File: src/rtl/lsm_pkg.sv
// Shared types and helpers for the LDM/STM sequencer: state encoding,
// IR field positions, register-list popcount and start-address decode.
package lsm_pkg;

  localparam int DATA_W     = 32;
  localparam int NREG       = 16;
  localparam int WORD_BYTES = 4;

  localparam int IR_P      = 24;
  localparam int IR_U      = 23;
  localparam int IR_W      = 21;
  localparam int IR_L      = 20;
  localparam int IR_RN_LSB = 16;

  localparam logic [DATA_W-1:0] WORD_STEP = DATA_W'(WORD_BYTES);

  typedef enum logic [1:0] {
    IDLE = 2'd0,
    XFER = 2'd1,
    WB   = 2'd2,
    FIN  = 2'd3
  } lsm_state_t;

  // Encoding is {P,U} so the mode can be cast straight from the IR bits.
  typedef enum logic [1:0] {
    MODE_DA = 2'b00,
    MODE_IA = 2'b01,
    MODE_DB = 2'b10,
    MODE_IB = 2'b11
  } lsm_mode_t;

  function automatic logic [4:0] popcount16(input logic [NREG-1:0] v);
    logic [4:0] c;
    c = '0;
    for (int i = 0; i < NREG; i++) begin
      c = c + {4'b0, v[i]};
    end
    return c;
  endfunction

  function automatic lsm_mode_t decode_mode(input logic p, input logic u);
    return lsm_mode_t'({p, u});
  endfunction

  function automatic logic [DATA_W-1:0] span_bytes(input logic [4:0] n);
    return {{(DATA_W-7){1'b0}}, n, 2'b00};
  endfunction

  // Lowest address touched by the transfer; beats then walk upwards.
  function automatic logic [DATA_W-1:0] start_addr(input lsm_mode_t mode,
                                                   input logic [DATA_W-1:0] base,
                                                   input logic [4:0] n);
    logic [DATA_W-1:0] aligned;
    logic [DATA_W-1:0] addr;
    aligned = {base[DATA_W-1:2], 2'b00};
    case (mode)
      MODE_IA: addr = aligned;
      MODE_IB: addr = aligned + WORD_STEP;
      MODE_DA: addr = aligned - span_bytes(n) + WORD_STEP;
      MODE_DB: addr = aligned - span_bytes(n);
      default: addr = aligned;
    endcase
    return addr;
  endfunction

  function automatic logic [DATA_W-1:0] wb_value(input logic u,
                                                 input logic [DATA_W-1:0] base,
                                                 input logic [4:0] n);
    return u ? (base + span_bytes(n)) : (base - span_bytes(n));
  endfunction

endpackage

File: src/rtl/lsm_priority_enc.sv
// Lowest-set-bit encoder for the 16-entry register list.
module lsm_priority_enc
  import lsm_pkg::*;
(
  input  logic [NREG-1:0] list,
  output logic [3:0]      idx,
  output logic            valid
);

  // Scan from the top so the lowest set bit is the last to write idx.
  always_comb begin
    idx   = '0;
    valid = |list;
    for (int i = NREG - 1; i >= 0; i--) begin
      if (list[i]) begin
        idx = 4'(i);
      end
    end
  end

endmodule

File: src/rtl/lsm_sequencer.sv
// LDM/STM multi-cycle sequencer: walks the register list lowest-first,
// issues one memory beat per register, then optional base writeback.
module lsm_sequencer
  import lsm_pkg::*;
(
  input  logic              clk,
  input  logic              rst_n,
  input  logic              START,
  input  logic [DATA_W-1:0] IR,
  input  logic [DATA_W-1:0] BASE,
  input  logic              MEM_READY,
  output logic [3:0]        LSM_RD,
  output logic [DATA_W-1:0] ADDR,
  output logic              MEM_REQ,
  output logic              MEM_WE,
  output logic              LATCH_LSM,
  output logic              WB_EN,
  output logic [DATA_W-1:0] WB_DATA,
  output logic              BUSY,
  output logic              DONE
);

  lsm_state_t        state_q, state_d;
  logic [NREG-1:0]   list_q;
  logic [DATA_W-1:0] addr_q;
  logic [DATA_W-1:0] wb_data_q;
  logic [3:0]        rn_q;
  logic              load_q;
  logic              wb_pend_q;

  logic [NREG-1:0]   ir_list;
  logic [3:0]        ir_rn;
  logic [4:0]        ir_count;
  logic [NREG-1:0]   list_rest;
  logic [3:0]        low_idx;
  logic              low_valid;
  logic              unused_ir;

  assign ir_list   = IR[NREG-1:0];
  assign ir_rn     = IR[IR_RN_LSB +: 4];
  assign ir_count  = popcount16(ir_list);
  assign list_rest = list_q & (list_q - 16'd1);
  assign unused_ir = ^{IR[31:25], IR[22]};

  lsm_priority_enc u_prio (
    .list  (list_q),
    .idx   (low_idx),
    .valid (low_valid)
  );

  // Capture the whole transfer on START, then retire one list bit per accepted beat.
  always_ff @(posedge clk or negedge rst_n) begin
    if (!rst_n) begin
      state_q   <= IDLE;
      list_q    <= '0;
      addr_q    <= '0;
      wb_data_q <= '0;
      rn_q      <= '0;
      load_q    <= 1'b0;
      wb_pend_q <= 1'b0;
    end else begin
      state_q <= state_d;
      case (state_q)
        IDLE: begin
          if (START) begin
            list_q    <= ir_list;
            addr_q    <= start_addr(decode_mode(IR[IR_P], IR[IR_U]), BASE, ir_count);
            wb_data_q <= wb_value(IR[IR_U], BASE, ir_count);
            rn_q      <= ir_rn;
            load_q    <= IR[IR_L];
            wb_pend_q <= IR[IR_W] & ~(IR[IR_L] & ir_list[ir_rn]) & (|ir_list);
          end
        end
        XFER: begin
          if (MEM_READY) begin
            list_q <= list_rest;
            addr_q <= addr_q + WORD_STEP;
          end
        end
        default: ;
      endcase
    end
  end

  // Outputs are decoded from state only, so reset forces them all low immediately.
  always_comb begin
    state_d   = state_q;
    LSM_RD    = '0;
    ADDR      = '0;
    MEM_REQ   = 1'b0;
    MEM_WE    = 1'b0;
    LATCH_LSM = 1'b0;
    WB_EN     = 1'b0;
    BUSY      = 1'b0;
    DONE      = 1'b0;
    WB_DATA   = wb_data_q;
    case (state_q)
      IDLE: begin
        if (START) begin
          state_d = (ir_list == '0) ? FIN : XFER;
        end
      end
      XFER: begin
        BUSY    = 1'b1;
        MEM_REQ = low_valid;
        MEM_WE  = ~load_q;
        LSM_RD  = low_idx;
        ADDR    = addr_q;
        if (MEM_READY) begin
          LATCH_LSM = load_q;
          if (list_rest == '0) begin
            state_d = wb_pend_q ? WB : FIN;
          end
        end
      end
      WB: begin
        BUSY    = 1'b1;
        WB_EN   = 1'b1;
        LSM_RD  = rn_q;
        state_d = FIN;
      end
      FIN: begin
        DONE    = 1'b1;
        state_d = IDLE;
      end
      default: state_d = IDLE;
    endcase
  end

endmodule

File: config.mk
export PLATFORM = sky130hd
export DESIGN_NAME = lsm_sequencer
export DESIGN_NICKNAME = d
export VERILOG_FILES = /design/src/rtl/lsm_pkg.sv /design/src/rtl/lsm_priority_enc.sv /design/src/rtl/lsm_sequencer.sv
export SDC_FILE = /design/constraint.sdc
export NUM_CORES = 1
export LEC_CHECK = 0
export CAP_MARGIN = 20
export CORE_MARGIN = 2
export CORE_UTILIZATION = 40
export CTS_CLUSTER_DIAMETER = 30
export DETAILED_ROUTE_END_ITERATION = 8
export GPL_ROUTABILITY_DRIVEN = 0
export MAX_ROUTING_LAYER = met4
export SYNTH_ARGS = -nofsm -noshare
export SYNTH_HDL_FRONTEND = slang
export SYNTH_SLANG_ARGS = --single-unit
File: constraint.sdc
create_clock -name clk -period 3.95 [get_ports clk]
set_input_delay 0.79 -clock clk [delete_from_list [all_inputs] [get_ports clk]]
set_output_delay 0.79 -clock clk [all_outputs]
set_load 0.05 [all_outputs]
Word level (Yosys, flattened, before mapping)
Cells that the tools add are included.

word-level totals
  bits in registers = 88
  bits of input ports = 68

cells by class
  bitwise logic cells = 6
  add/sub/neg operators = 22
  equality and inequality tests = 9
  muxes and demuxes = 41
  reductions and logical operators = 11
  magnitude comparators = 1

operators by type and width
  cell                                                                           number
  32-bit two-way mux                                                             4
  32-bit one-hot mux with 4 select lines                                         1
  32-bit by 3-bit adder with 32-bit output (second input constant)               3
  4-bit two-way mux                                                              16
  32-bit one-hot mux with 2 select lines                                         1
  32-bit by 7-bit subtractor with 32-bit output                                  2
  5-bit by 1-bit adder with 5-bit output                                         11
  32-bit by 7-bit adder with 32-bit output                                       1
  16-bit logical NOT                                                             2
  16-bit two-way mux                                                             2
  16-bit one-hot mux with 2 select lines                                         1
  16-bit OR reduction                                                            2
  16-bit AND                                                                     1
  16-bit by 1-bit subtractor with 16-bit output (second input constant)          1
  1-bit two-way mux                                                              9
  2-bit equality test (second input constant)                                    4
  2-bit two-way mux                                                              4
  2-bit one-hot mux with 4 select lines                                          1
  4-bit one-hot mux with 2 select lines                                          1
  2-bit inequality test (second input constant)                                  3
  3-bit AND reduction                                                            2
  4-bit by 1-bit adder with 5-bit output                                         1
  4-bit by 5-bit less-than comparator with 1-bit output (second input constant)  1
  3-bit by 1-bit adder with 4-bit output                                         1
  10 further kinds                                                               15

Depth between registers and ports, before layout
Gate-level depths: netlist of run 1.

  depth after elaboration = 20
  mapped depth = 25
  depth with buffers taken out = 23

Cells and area by module
Synthesis of run 1 repeated with hierarchy kept, for this count alone.

unflattened totals
  cells, all modules = 1178
  area total of the unflattened synthesis = 8882.3 um^2

modules (own cells, without submodules)
  module            cells each  seq. area each (um^2)  area each (um^2)  times used
  lsm_sequencer     1144        2152.1                 8705.8            1
  lsm_priority_enc  34          0.0                    176.4             1

Worst setup path after synthesis of run 1
No wires, ideal clock.

  path kind = input to register
  start = in IR[0]
  end = reg addr_q[30]
  library setup time = 135 ps
  arrival = 7115 ps
  stages = 22
  path slack = -3300 ps
  path buffers = 2
  cell sequence = inv_1 > fa_1 > fa_1 > fa_1 > fa_1 > inv_1 > ha_1 > fa_1 > a21o_1 > and2_1 > ha_1 > nor4_1 > or3_1 > buf_2 > or3_4 > a222oi_1 > nand3_2 > or4_1 > buf_2 > or4_1 > a221oi_2 > o31ai_1

between the ends
  word-level cells in the longest chain between the ends = 20

ends and longest elaborated chain
  item                                                     line                          source
  start: declaration                                       lsm_sequencer.sv:9            input logic [DATA_W-1:0] IR,
  1-bit by 1-bit adder with 2-bit output *                 lsm_pkg.sv:36                 c = c + {4'b0, v[i]};
  2-bit by 1-bit adder with 3-bit output *                 lsm_pkg.sv:36
  3-bit by 1-bit adder with 4-bit output *                 lsm_pkg.sv:36
  4-bit by 1-bit adder with 5-bit output *                 lsm_pkg.sv:36
  5-bit by 1-bit adder with 5-bit output * (11 in series)  lsm_pkg.sv:36
  32-bit by 7-bit subtractor with 32-bit output *          lsm_pkg.sv:59, lsm_pkg.sv:60
  32-bit by 3-bit adder with 32-bit output                 lsm_pkg.sv:59                 MODE_DA: addr = aligned - span_bytes(n) + WORD_STEP;
  32-bit one-hot mux with 4 select lines *                 lsm_pkg.sv:56                 case (mode)
  32-bit two-way mux *                                     lsm_sequencer.sv:65           if (START) begin
  32-bit one-hot mux with 2 select lines *                 lsm_sequencer.sv:63           case (state_q)
  end signal: assignment                                   lsm_sequencer.sv:67           addr_q <= start_addr(decode_mode(IR[IR_P], IR[IR_U]), BASE, ir_count);
  end signal: assignment                                   lsm_sequencer.sv:77           addr_q <= addr_q + WORD_STEP;
  end: declaration                                         lsm_sequencer.sv:25           logic [DATA_W-1:0] addr_q;

Every way passes the cells marked *; elsewhere a longest branch is shown, timed or not. The select of a mux whose other input is x is not followed.
A chain may end at the register's enable or synchronous reset.

Worst setup path after layout of run 1
  start = in IR[15]
  end = reg addr_q[30]

between the ends
  word-level cells in the longest chain between the ends = 6

ends and longest elaborated chain
  item                                             line
  5-bit by 1-bit adder with 5-bit output *         lsm_pkg.sv:36
  32-bit by 7-bit subtractor with 32-bit output *  lsm_pkg.sv:59, lsm_pkg.sv:60
  32-bit by 3-bit adder with 32-bit output         lsm_pkg.sv:59
  32-bit one-hot mux with 4 select lines *         lsm_pkg.sv:56
  32-bit two-way mux *                             lsm_sequencer.sv:65
  32-bit one-hot mux with 2 select lines *         lsm_sequencer.sv:63

Marked as above.

==> flow_metrics.env, run 1 <==
export IMPL_stdcell_area_mm2=0.0137
export IMPL_vias_per_cell=5.89
export IMPL_cap_violations=0
export IMPL_yosys_most_used_dff="dfrtp_1"
export IMPL_cts_max_path_buffers=2
export IMPL_postPlaceCellArea_mm2=0.0120
export IMPL_ys_seq_elements=86
export IMPL_io_pins=142
export IMPL_r2r_slack_ns=0.68
export IMPL_nNetsFinal=1605
export IMPL_fin_ws_ns=-2.68
export IMPL_post_route_period_util=1.68
export IMPL_grt_pass1_wl_um=55100
export IMPL_worstSetupStartpointType="primary input"
export IMPL_antenna_cells=0
export IMPL_r2r_start="state_q[1]"
export IMPL_synth_cell_type_count=81
export IMPL_drc=0
export IMPL_core_area_mm2=0.0217
export IMPL_seqPwrFrac=0.169
export IMPL_wire_per_inst_um=19.7
export IMPL_setup_viol=59
export IMPL_grt_usage=0.302
export IMPL_fmax_ghz=0.151
export IMPL_synthArstFlopShare=1.00
export IMPL_outcome="complete, but fails checks"
export IMPL_fin_worst_skew_ns=0.0102
export IMPL_clock_latency_ns=0.35
export IMPL_hpwl_um=25800
export IMPL_die_x_um=152
export IMPL_grt_overflow_total=0
export IMPL_r2r_end="addr_q[18]"
export IMPL_port_buffers=131
export IMPL_required_ns=4.15
export IMPL_layout_drive_gt1_share=0.331
export IMPL_drv_slew=0
export IMPL_hold_path_depth=2
export IMPL_final_common_cell="buf_4"
export IMPL_period_minus_slack_ns=6.63
export IMPL_numCtsBuffers=9
export IMPL_hold_path_class="flip-flop to flip-flop"
export IMPL_wirelength_um=35100
export IMPL_yosysSeqAreaShare=0.245
export IMPL_p_clk_frac=0.087
export IMPL_critical_path_max_fanout=4
export IMPL_rsz0062_at_grt="true"
export IMPL_cp_data_arrival_time_ns=6.83
export IMPL_p_comb_frac=0.744
export IMPL_crit_path_cell_trace="buf_4, inv_8, fa_1, fa_2, fa_2, fa_1, inv_2, ha_4, fa_2, a21o_1, and2_4, ha_4, nor4_4, or2_2, nor4_1, buf_4, mux2i_2, o211ai_1, or4_4, or4_4, a221oi_2, o31ai_1"
export IMPL_clkTransAtPathRegs_ns=0.06
export IMPL_worst_setup_path_end_kind="flip-flop"
export IMPL_fp_row_count=54
export IMPL_cpMaxStageDelayCell="fa_2"
export IMPL_fin_util=0.633
export IMPL_worst_path_buf_inv=4
export IMPL_syn_inst=1168
export IMPL_switching_share=0.501
export IMPL_dieHeight_um=152
export IMPL_grt_start_max_net_pins=59
export IMPL_syn_cell_area_mm2=0.00878
export IMPL_startpoint="IR[15]"
export IMPL_cpMostUsedCell="fa_2"
export IMPL_dr_pass1_iters=5
export IMPL_syn2layout_area_growth_pct=56.4
export IMPL_power_density_mw_per_mm2=764
export IMPL_critical_path_top_delay_family="adder cells"
export IMPL_postRouteAntennaNets=0
export IMPL_avgSynthCellArea_um2=7.52
export IMPL_initial_core_util=0.405
export IMPL_synth_edf_count=0
export IMPL_max_vdd_ir_drop_uv=450
export IMPL_cts_sinks=86
export IMPL_grt_antenna_before_repair=0
export IMPL_grt_pass1_vias=10100
export IMPL_place_ws_ns=-3.84
export IMPL_crit_path_max_incr_delay_ns=0.58
export IMPL_htree_levels=3
export IMPL_violations="negative setup slack"
export IMPL_yosys_warnings=0
export IMPL_max_slew_margin_rel=0.373
export IMPL_worst_pin_slew_ns=0.938
export IMPL_p_leak_nw=5.55
export IMPL_path_depth=22
export IMPL_final_cell_mix="buf_4 (232), nand2_1 (119), clkdlybuf4s50_1 (111)"
export IMPL_cts_root_buf="clkbuf_16"
export IMPL_tns_ns=-109.31
export IMPL_p_switching_mw=5.26
export IMPL_crit_type="primary input to flip-flop"
export IMPL_die_area_mm2=0.0231
export IMPL_p_int_mw=5.23
export IMPL_crit_end="addr_q[30]"
export IMPL_drt_iter0_drc=957
export IMPL_hold_viol_final=0
export IMPL_cts_tree="built"
export IMPL_vias=10500
export IMPL_reg2reg_depth=10
==> per-stage QoR <==
stage	power, mW	hold WS, ns	instances
after floorplan	5.81	0.444	1169
after CTS	10.0	0.489	1766
after global placement	8.27	0.462	1725
final	10.5	0.481	1783
after global routing	11.2	0.514	1783
after detailed placement	8.37	0.474	1725
==> synthesized netlist by cell type (all sizes together), types with 12 or more instances <==
master | count | area, µm²
xor2 | 28 | 245
nand3 | 41 | 210
o21ai | 116 | 581
fa | 12 | 240
nor2 | 80 | 300
clkbuf | 63 | 236
nor4 | 34 | 234
inv | 65 | 244
nor3 | 28 | 140
and3 | 12 | 75.1
and2 | 39 | 244
o22ai | 24 | 150
dfrtp | 86 | 2150
nand4 | 18 | 113
ha | 27 | 338
buf | 12 | 65.1
xnor2 | 37 | 324
a21oi | 77 | 385
or3 | 22 | 143
nand2 | 131 | 492
==> worst min-delay path by stage <==
stage,start,end
global route,WB_DATA[18],WB_DATA[18]
CTS,WB_DATA[19],WB_DATA[19]
floorplan,wb_pend_q,wb_pend_q
global placement,WB_DATA[18],WB_DATA[18]
detailed placement,wb_pend_q,wb_pend_q
finish,WB_DATA[18],WB_DATA[18]
==> registers in the layout (all words and copies together), names as in the netlist <==
signal	cells
WB_DATA	32
addr_q	30
list_q	16
load_q	1
rn_q	4
state_q	2
wb_pend_q	1
==> kinds of logic after synthesis <==
kind of cell	after synthesis	synth area share
and+or+nand+nor	460	0.270
AOI/OAI and AO/OA	350	0.253
buffers and inverters	141	0.0626
DFF	86	0.245
xor gates and xnor gates	65	0.0649
adders and majority gates	41	0.0681
muxes	24	0.0359
other	1	0.000427
==> worst reg2reg max path: stages (launching register included) <==
cell      delay (ns)
dfrtp_1         0.43
inv_1           0.12
ha_2            0.44
buf_12          0.24
mux2_2          0.19
nand2_1         0.30
nor2_1          0.28
buf_4           0.36
o311ai_0        0.37
a21oi_2         0.36
a311oi_2        0.06
==> power groups by stage <==
stage               sequential (mW)  clock [mW]  combinational [mW]
finish                         1.78       0.910                7.80
global route                   1.85       0.962                8.34
CTS                            1.77       0.924                7.35
detailed placement             1.78           0                6.59
global placement               1.77           0                6.51
floorplan                      2.18           0                3.63
==> repair_timing <==
action | CTS | global route
setup buffers | 29 | 20
gates resized for setup | 213 | 75
hold buffers | 0 | 0
endpoints found under the setup margin | 60 | 59
pin swaps | 90 | 40
==> routing by layer <==
layer | part of all wire | up-vias | GRT usage
li1 | - | 4930 | -
met1 | 0.44 | 4970 | 0.419
met2 | 0.44 | 531 | 0.457
met3 | 0.091 | 75 | 0.0560
met4 | 0.025 | 0 | 0.0788
met5 | 0 | - | -
==> layout make-up <==
cell class | count | area (µm²)
fill | 1838 | 7960
multi-input combinational | 942 | 7190
timing repair buffer | 393 | 3460
sequential | 86 | 2150
tap | 280 | 350
inverter | 66 | 260
clock buffer | 12 | 256
clock inverter | 4 | 52.6
Power figures use the tool's default switching activity.
==> run 2, diff against run 1 <==
==> constraint.sdc (replaced) <==
create_clock -name clk -period 7.11 [get_ports clk]
set_input_delay 1.422 -clock clk [delete_from_list [all_inputs] [get_ports clk]]
set_output_delay 1.422 -clock clk [all_outputs]
set_load 0.05 [all_outputs]
==> run 2 against run 1 <==
  * The run still ends with negative setup slack left
  * Core utilization is 6.9 points lower
  * Final area down 11%
  * Combinational power decreased by 54%
  * Wire length decreased by 6.6%
  * Register-to-register slack improved by 3.0 ns
  * Sequential power fell by 44%
  * Worst hold slack improved by 0.0013 ns
  * Worst setup slack better by 2.5 ns
  * Critical path depth is 1 lower
==> flow_metrics.env, run 2 (synthesized netlist as in run 1, its figures left out) <==
export IMPL_fin_ws_ns=-0.140
export IMPL_drc=0
export IMPL_holdCritStartpoint="WB_DATA[15]"
export IMPL_p_leak_nw=4.88
export IMPL_grt_start_max_net_pins=78
export IMPL_final_cell_mix="buf_4 (159), nand2_1 (127), clkdlybuf4s50_1 (120)"
export IMPL_rsz0062_at_grt="true"
export IMPL_hold_buffers=0
export IMPL_cts_sinks=86
export IMPL_reg2reg_depth=10
export IMPL_critical_path_max_fanout=5
export IMPL_grt_pass1_vias=9147
export IMPL_hold_path_class="flip-flop to flip-flop"
export IMPL_cts_root_buf="clkbuf_16"
export IMPL_crit_path_max_incr_delay_ns=0.56
export IMPL_hpwl_um=24200
export IMPL_drv_slew=0
export IMPL_numCtsBuffers=9
export IMPL_critical_path_top_delay_family="adder cells"
export IMPL_grt_overflow_total=0
export IMPL_dieHeight_um=152
export IMPL_power_density_mw_per_mm2=423
export IMPL_final_cells=1691
export IMPL_violations="negative setup slack"
export IMPL_fp_row_count=54
export IMPL_fmax_ghz=0.138
export IMPL_seqPwrFrac=0.192
export IMPL_wire_per_inst_um=19.4
export IMPL_io_pins=142
export IMPL_p_int_mw=2.52
export IMPL_tns_ns=-0.301
export IMPL_r2r_start="state_q[1]"
export IMPL_multi_input_area_mm2=0.00648
export IMPL_p_switching_mw=2.65
export IMPL_largest_register_ffs=32
export IMPL_cp_data_arrival_time_ns=7.46
export IMPL_postRouteAntennaNets=0
export IMPL_r2r_slack_ns=3.67
export IMPL_fin_worst_skew_ns=0.0177
export IMPL_hold_path_depth=2
export IMPL_layout_drive_gt1_share=0.209
export IMPL_syn2layout_area_growth_pct=39.4
export IMPL_crit_type="primary input to flip-flop"
export IMPL_seqCellArea_mm2=0.00215
export IMPL_port_buffers=131
export IMPL_p_comb_frac=0.697
export IMPL_core_area_mm2=0.0217
export IMPL_max_vdd_ir_drop_uv=236
export IMPL_vias=9931
export IMPL_initial_core_util=0.405
export IMPL_required_ns=7.32
export IMPL_hold_viol_final=0
export IMPL_grt_antenna_before_repair=1
export IMPL_grt_pass1_wl_um=51000
export IMPL_min_to="WB_DATA[15]"
export IMPL_worstSetupStartpointType="primary input"
export IMPL_cts_tree="built"
export IMPL_setup_viol=5
export IMPL_max_slew_margin_rel=0.269
export IMPL_outcome="complete, but fails checks"
export IMPL_final_fill_count=1988
export IMPL_p_clk_frac=0.111
export IMPL_die_area_mm2=0.0231
export IMPL_cts_max_path_buffers=2
export IMPL_nNetsFinal=1512
export IMPL_grt_usage=0.282
export IMPL_cap_violations=0
export IMPL_finalPower_mw=5.17
export IMPL_path_depth=21
export IMPL_crit_path_cell_trace="buf_8, inv_4, fa_1, fa_1, fa_2, fa_1, inv_2, ha_4, fa_2, a21o_1, and2_4, ha_4, nor4_4, or3_4, or4_4, a222oi_1, o211ai_1, or4_4, or4_4, a221oi_2, o31ai_1"
export IMPL_wirelength_um=32800
export IMPL_vias_per_cell=5.87
export IMPL_dr_pass1_iters=5
export IMPL_switching_share=0.513
export IMPL_die_x_um=152
export IMPL_worst_pin_slew_ns=1.09
export IMPL_hold_slack_ns=0.482
export IMPL_final_common_cell="buf_4"
export IMPL_post_route_period_util=1.02
export IMPL_clock_latency_ns=0.37
export IMPL_cpMaxStageDelayCell="fa_1"
export IMPL_htree_levels=3
export IMPL_worst_path_buf_inv=3
export IMPL_r2r_end="addr_q[19]"
export IMPL_clkTransAtPathRegs_ns=0.08
export IMPL_drt_iter0_drc=877
export IMPL_period_minus_slack_ns=7.25
export IMPL_dp_cells=1655
export IMPL_worst_setup_path_end_kind="flip-flop"
[run 2: cell type report]
type                       count  share of cell area
antenna                        1            0.000205
tap                          280              0.0286
clock buffer                  10              0.0195
clock inverter                 6             0.00818
sequential                    86               0.176
timing repair buffer         300               0.217
multi-input combinational    942               0.529
inverter                      66              0.0213
[run 2: worst max path at each step]
stage,start,end,slack (ns)
CTS,IR[9],addr_q[30],-0.14
global route,IR[0],addr_q[30],-0.35
floorplan,IR[15],addr_q[30],-0.43
global placement,IR[15],addr_q[21],-1.10
finish,IR[3],addr_q[30],-0.14
detailed placement,IR[15],addr_q[21],-1.11
[run 2: power by group through the flow]
stage	registers [mW]	logic [mW]	clock network, mW
global placement	0.988	3.34	0
floorplan	1.21	1.92	0
global route	1.03	3.90	0.603
CTS	0.986	3.47	0.578
finish	0.992	3.61	0.575
detailed placement	0.996	3.38	0
[run 2: timing repair]
item,4_1_cts,5_1_grt
setup endpoints to repair,28,22
pin swaps,28,37
hold endpoints to repair,0,0
setup buffers,8,9
resized for setup,78,53
[run 2: worst reg2reg max path, stage by stage, from the launching register on]
cell     delay [ns]
dfrtp_1        0.43
inv_1          0.12
ha_2           0.72
mux2_2         0.30
nand2_1        0.18
nor2_1         0.68
buf_4          0.37
o21ai_0        0.12
a21oi_1        0.19
a221o_1        0.17
a21oi_1        0.04
[run 2: through the flow]
stage	util	area, µm²	worst slack [ns]
6_report	0.564	12200	-0.140
5_1_grt	0.564	12200	-0.354
4_1_cts	0.546	11800	-0.143
3_5_place_dp	0.522	11300	-1.11
3_3_place_gp	0.522	11300	-1.10
2_1_floorplan	-	8820	-0.434
[run 2: per-layer routing]
layer / up-vias / global-route usage / routed length (µm)
met5: - / - / 0
met4: 0 / 0.0828 / 906
met3: 61 / 0.0600 / 2950
met2: 450 / 0.409 / 14300
met1: 4660 / 0.397 / 14600
li1: 4760 / - / -
==> run 3, diff against run 2 <==
--- a/config.mk
+++ b/config.mk
@@ -7,11 +7,12 @@
 export LEC_CHECK = 0
 export CAP_MARGIN = 20
 export CORE_MARGIN = 2
-export CORE_UTILIZATION = 40
+export CORE_UTILIZATION = 55
 export CTS_CLUSTER_DIAMETER = 30
 export DETAILED_ROUTE_END_ITERATION = 8
 export GPL_ROUTABILITY_DRIVEN = 0
 export MAX_ROUTING_LAYER = met4
+export PLACE_DENSITY = 0.82
 export SYNTH_ARGS = -nofsm -noshare
 export SYNTH_HDL_FRONTEND = slang
 export SYNTH_SLANG_ARGS = --single-unit
==> run 3 against run 2 <==
  * Final area down 1.7%
  * Sequential cell count unchanged
  * The flow still finishes with violations (negative setup slack)
  * Clock skew down 0.0076 ns
  * Worst hold slack worse by 0.00087 ns
  * Critical endpoint is now addr_q[24]
  * First-iteration DRC count up 110%
  * Via count up 8.6%
  * Worst setup slack worse by 0.11 ns
  * Register-to-register slack worse by 0.61 ns
  * Non-clock buffer count down 8
  * Wire length up 0.31%
==> flow_metrics.env, run 3 (synthesized netlist as in run 1, its figures left out) <==
export IMPL_outcome="complete, but fails checks"
export IMPL_violations="negative setup slack"
export IMPL_layout_drive_gt1_share=0.203
export IMPL_nNetsFinal=1504
export IMPL_postRouteAntennaNets=0
export IMPL_grt_start_max_net_pins=80
export IMPL_cp_data_arrival_time_ns=7.57
export IMPL_post_route_period_util=1.04
export IMPL_worstSetupStartpointType="primary input"
export IMPL_hold_buffers=0
export IMPL_place_ws_ns=-1.15
export IMPL_final_cells=1618
export IMPL_use_met1=0.507
export IMPL_fp_row_count=46
export IMPL_clkTransAtPathRegs_ns=0.07
export IMPL_core_area_mm2=0.0157
export IMPL_fin_util=0.766
export IMPL_initial_core_util=0.559
export IMPL_drt_iter0_drc=1849
export IMPL_fin_worst_skew_ns=0.0101
export IMPL_antenna_cells=0
export IMPL_drc=0
export IMPL_wire_per_inst_um=20.3
export IMPL_final_common_cell="buf_4"
export IMPL_largest_register_ffs=32
export IMPL_worst_setup_path_end_kind="flip-flop"
export IMPL_syn2layout_area_growth_pct=37.0
export IMPL_cpMaxStageDelayCell="fa_1"
export IMPL_final_cell_mix="buf_4 (152), nand2_1 (127), clkdlybuf4s50_1 (121)"
export IMPL_grt_antenna_before_repair=0
export IMPL_grt_pass1_vias=9551
export IMPL_die_area_mm2=0.0170
export IMPL_cts_sinks=86
export IMPL_max_slew_margin_rel=0.267
export IMPL_die_x_um=130
export IMPL_r2r_slack_ns=3.06
export IMPL_fmax_ghz=0.136
export IMPL_htree_levels=3
export IMPL_port_buffers=131
export IMPL_critical_path_max_fanout=6
export IMPL_crit_path_max_incr_delay_ns=0.60
export IMPL_hold_path_class="flip-flop to flip-flop"
export IMPL_hpwl_um=22700
export IMPL_numCtsBuffers=9
export IMPL_drv_slew=0
export IMPL_grt_overflow_total=0
export IMPL_dieHeight_um=130
export IMPL_crit_path_cell_trace="buf_8, inv_4, fa_1, fa_1, fa_1, fa_1, inv_2, ha_4, fa_2, ha_4, or2_4, buf_6, a2111o_1, a31o_1, a222oi_1, o211ai_1, or4_4, buf_4, or3_1, nand3_1, a31oi_1"
export IMPL_dr_pass1_iters=6
export IMPL_cpMostUsedCell="fa_1"
export IMPL_vias_per_cell=6.66
export IMPL_rsz0062_at_grt="true"
export IMPL_period_minus_slack_ns=7.37
export IMPL_cts_tree="built"
export IMPL_grt_pass1_wl_um=49600
export IMPL_worst_pin_slew_ns=1.10
export IMPL_met3_usage=0.0849
export IMPL_power_density_mw_per_mm2=438
export IMPL_met2_usage=0.589
export IMPL_clock_latency_ns=0.36
export IMPL_startpoint="IR[13]"
export IMPL_cap_violations=0
export IMPL_r2r_start="state_q[1]"
export IMPL_holdCritStartpoint="WB_DATA[18]"
export IMPL_vias=10800
export IMPL_min_to="WB_DATA[18]"
export IMPL_cts_max_path_buffers=2
export IMPL_setup_viol=16
export IMPL_hold_path_depth=2
export IMPL_io_pins=142
export IMPL_crit_type="primary input to flip-flop"
export IMPL_fin_ws_ns=-0.255
export IMPL_p_leak_nw=4.81
export IMPL_reg2reg_depth=10
export IMPL_required_ns=7.31
export IMPL_hold_viol_final=0
export IMPL_grt_usage=0.382
export IMPL_cts_root_buf="clkbuf_16"
export IMPL_grt_busiest_layer="met2"
export IMPL_hold_slack_ns=0.481
export IMPL_wirelength_um=32900
export IMPL_dp_cells=1586
export IMPL_r2r_end="addr_q[18]"
export IMPL_max_vdd_ir_drop_uv=308
## run 3: where the power goes
group	leakage (nW)	internal [mW]	total (mW)	switching, mW
logic	3.60	1.50	3.77	2.27
registers	1.05	0.737	1.00	0.263
clock network	0.155	0.292	0.501	0.209
## run 3: worst max-delay path by stage
stage	to	depth (start not counted)	slack, ns
floorplan	addr_q[30]	22	-0.43
global placement	addr_q[30]	21	-1.04
detailed placement	addr_q[30]	23	-1.15
CTS	addr_q[30]	20	-0.21
global route	addr_q[30]	21	-0.40
finish	addr_q[24]	21	-0.26
## run 3: routing by layer
layer,vias up,wire length [µm]
met5,-,0
met4,0,1480
met3,193,4250
met2,891,14600
met1,4969,12500
li1,4729,-
## run 3: through the flow
step | TNS (ns) | cell area (µm²) | power, mW
after floorplan | -1.01 | 8820 | 3.13
after global placement | -20.53 | 11200 | 4.26
after detailed placement | -24.19 | 11200 | 4.35
after CTS | -0.414 | 11800 | 4.98
after global routing | -5.01 | 12000 | 5.58
final | -1.92 | 12000 | 5.27
## run 3: layout make-up
| type | instances | area [µm²] |
|---|---|---|
| Multi-Input combinational cell | 942 | 6460 |
| Clock buffer | 11 | 253 |
| Tap cell | 216 | 270 |
| Sequential cell | 86 | 2150 |
| Clock inverter | 5 | 57.6 |
| Inverter | 66 | 260 |
| Fill cell | 1077 | 3680 |
| Timing Repair Buffer | 292 | 2580 |
## run 3: worst max-delay path, delay by kind of cell
| family | cells | cell delay (ns) |
|---|---|---|
| fa+ha+maj | 7 | 3.04 |
| buf+inv | 5 | 0.47 |
| compound gates | 5 | 1.38 |
| simple gates | 4 | 1.25 |
## run 3: repair_timing
action                                  in CTS  in global routing
endpoints found under the setup margin      29                 21
gates cloned                                 0                  0
gates resized for setup                     93                 30
pin swaps                                   32                 33
buffers inserted                            10                  5
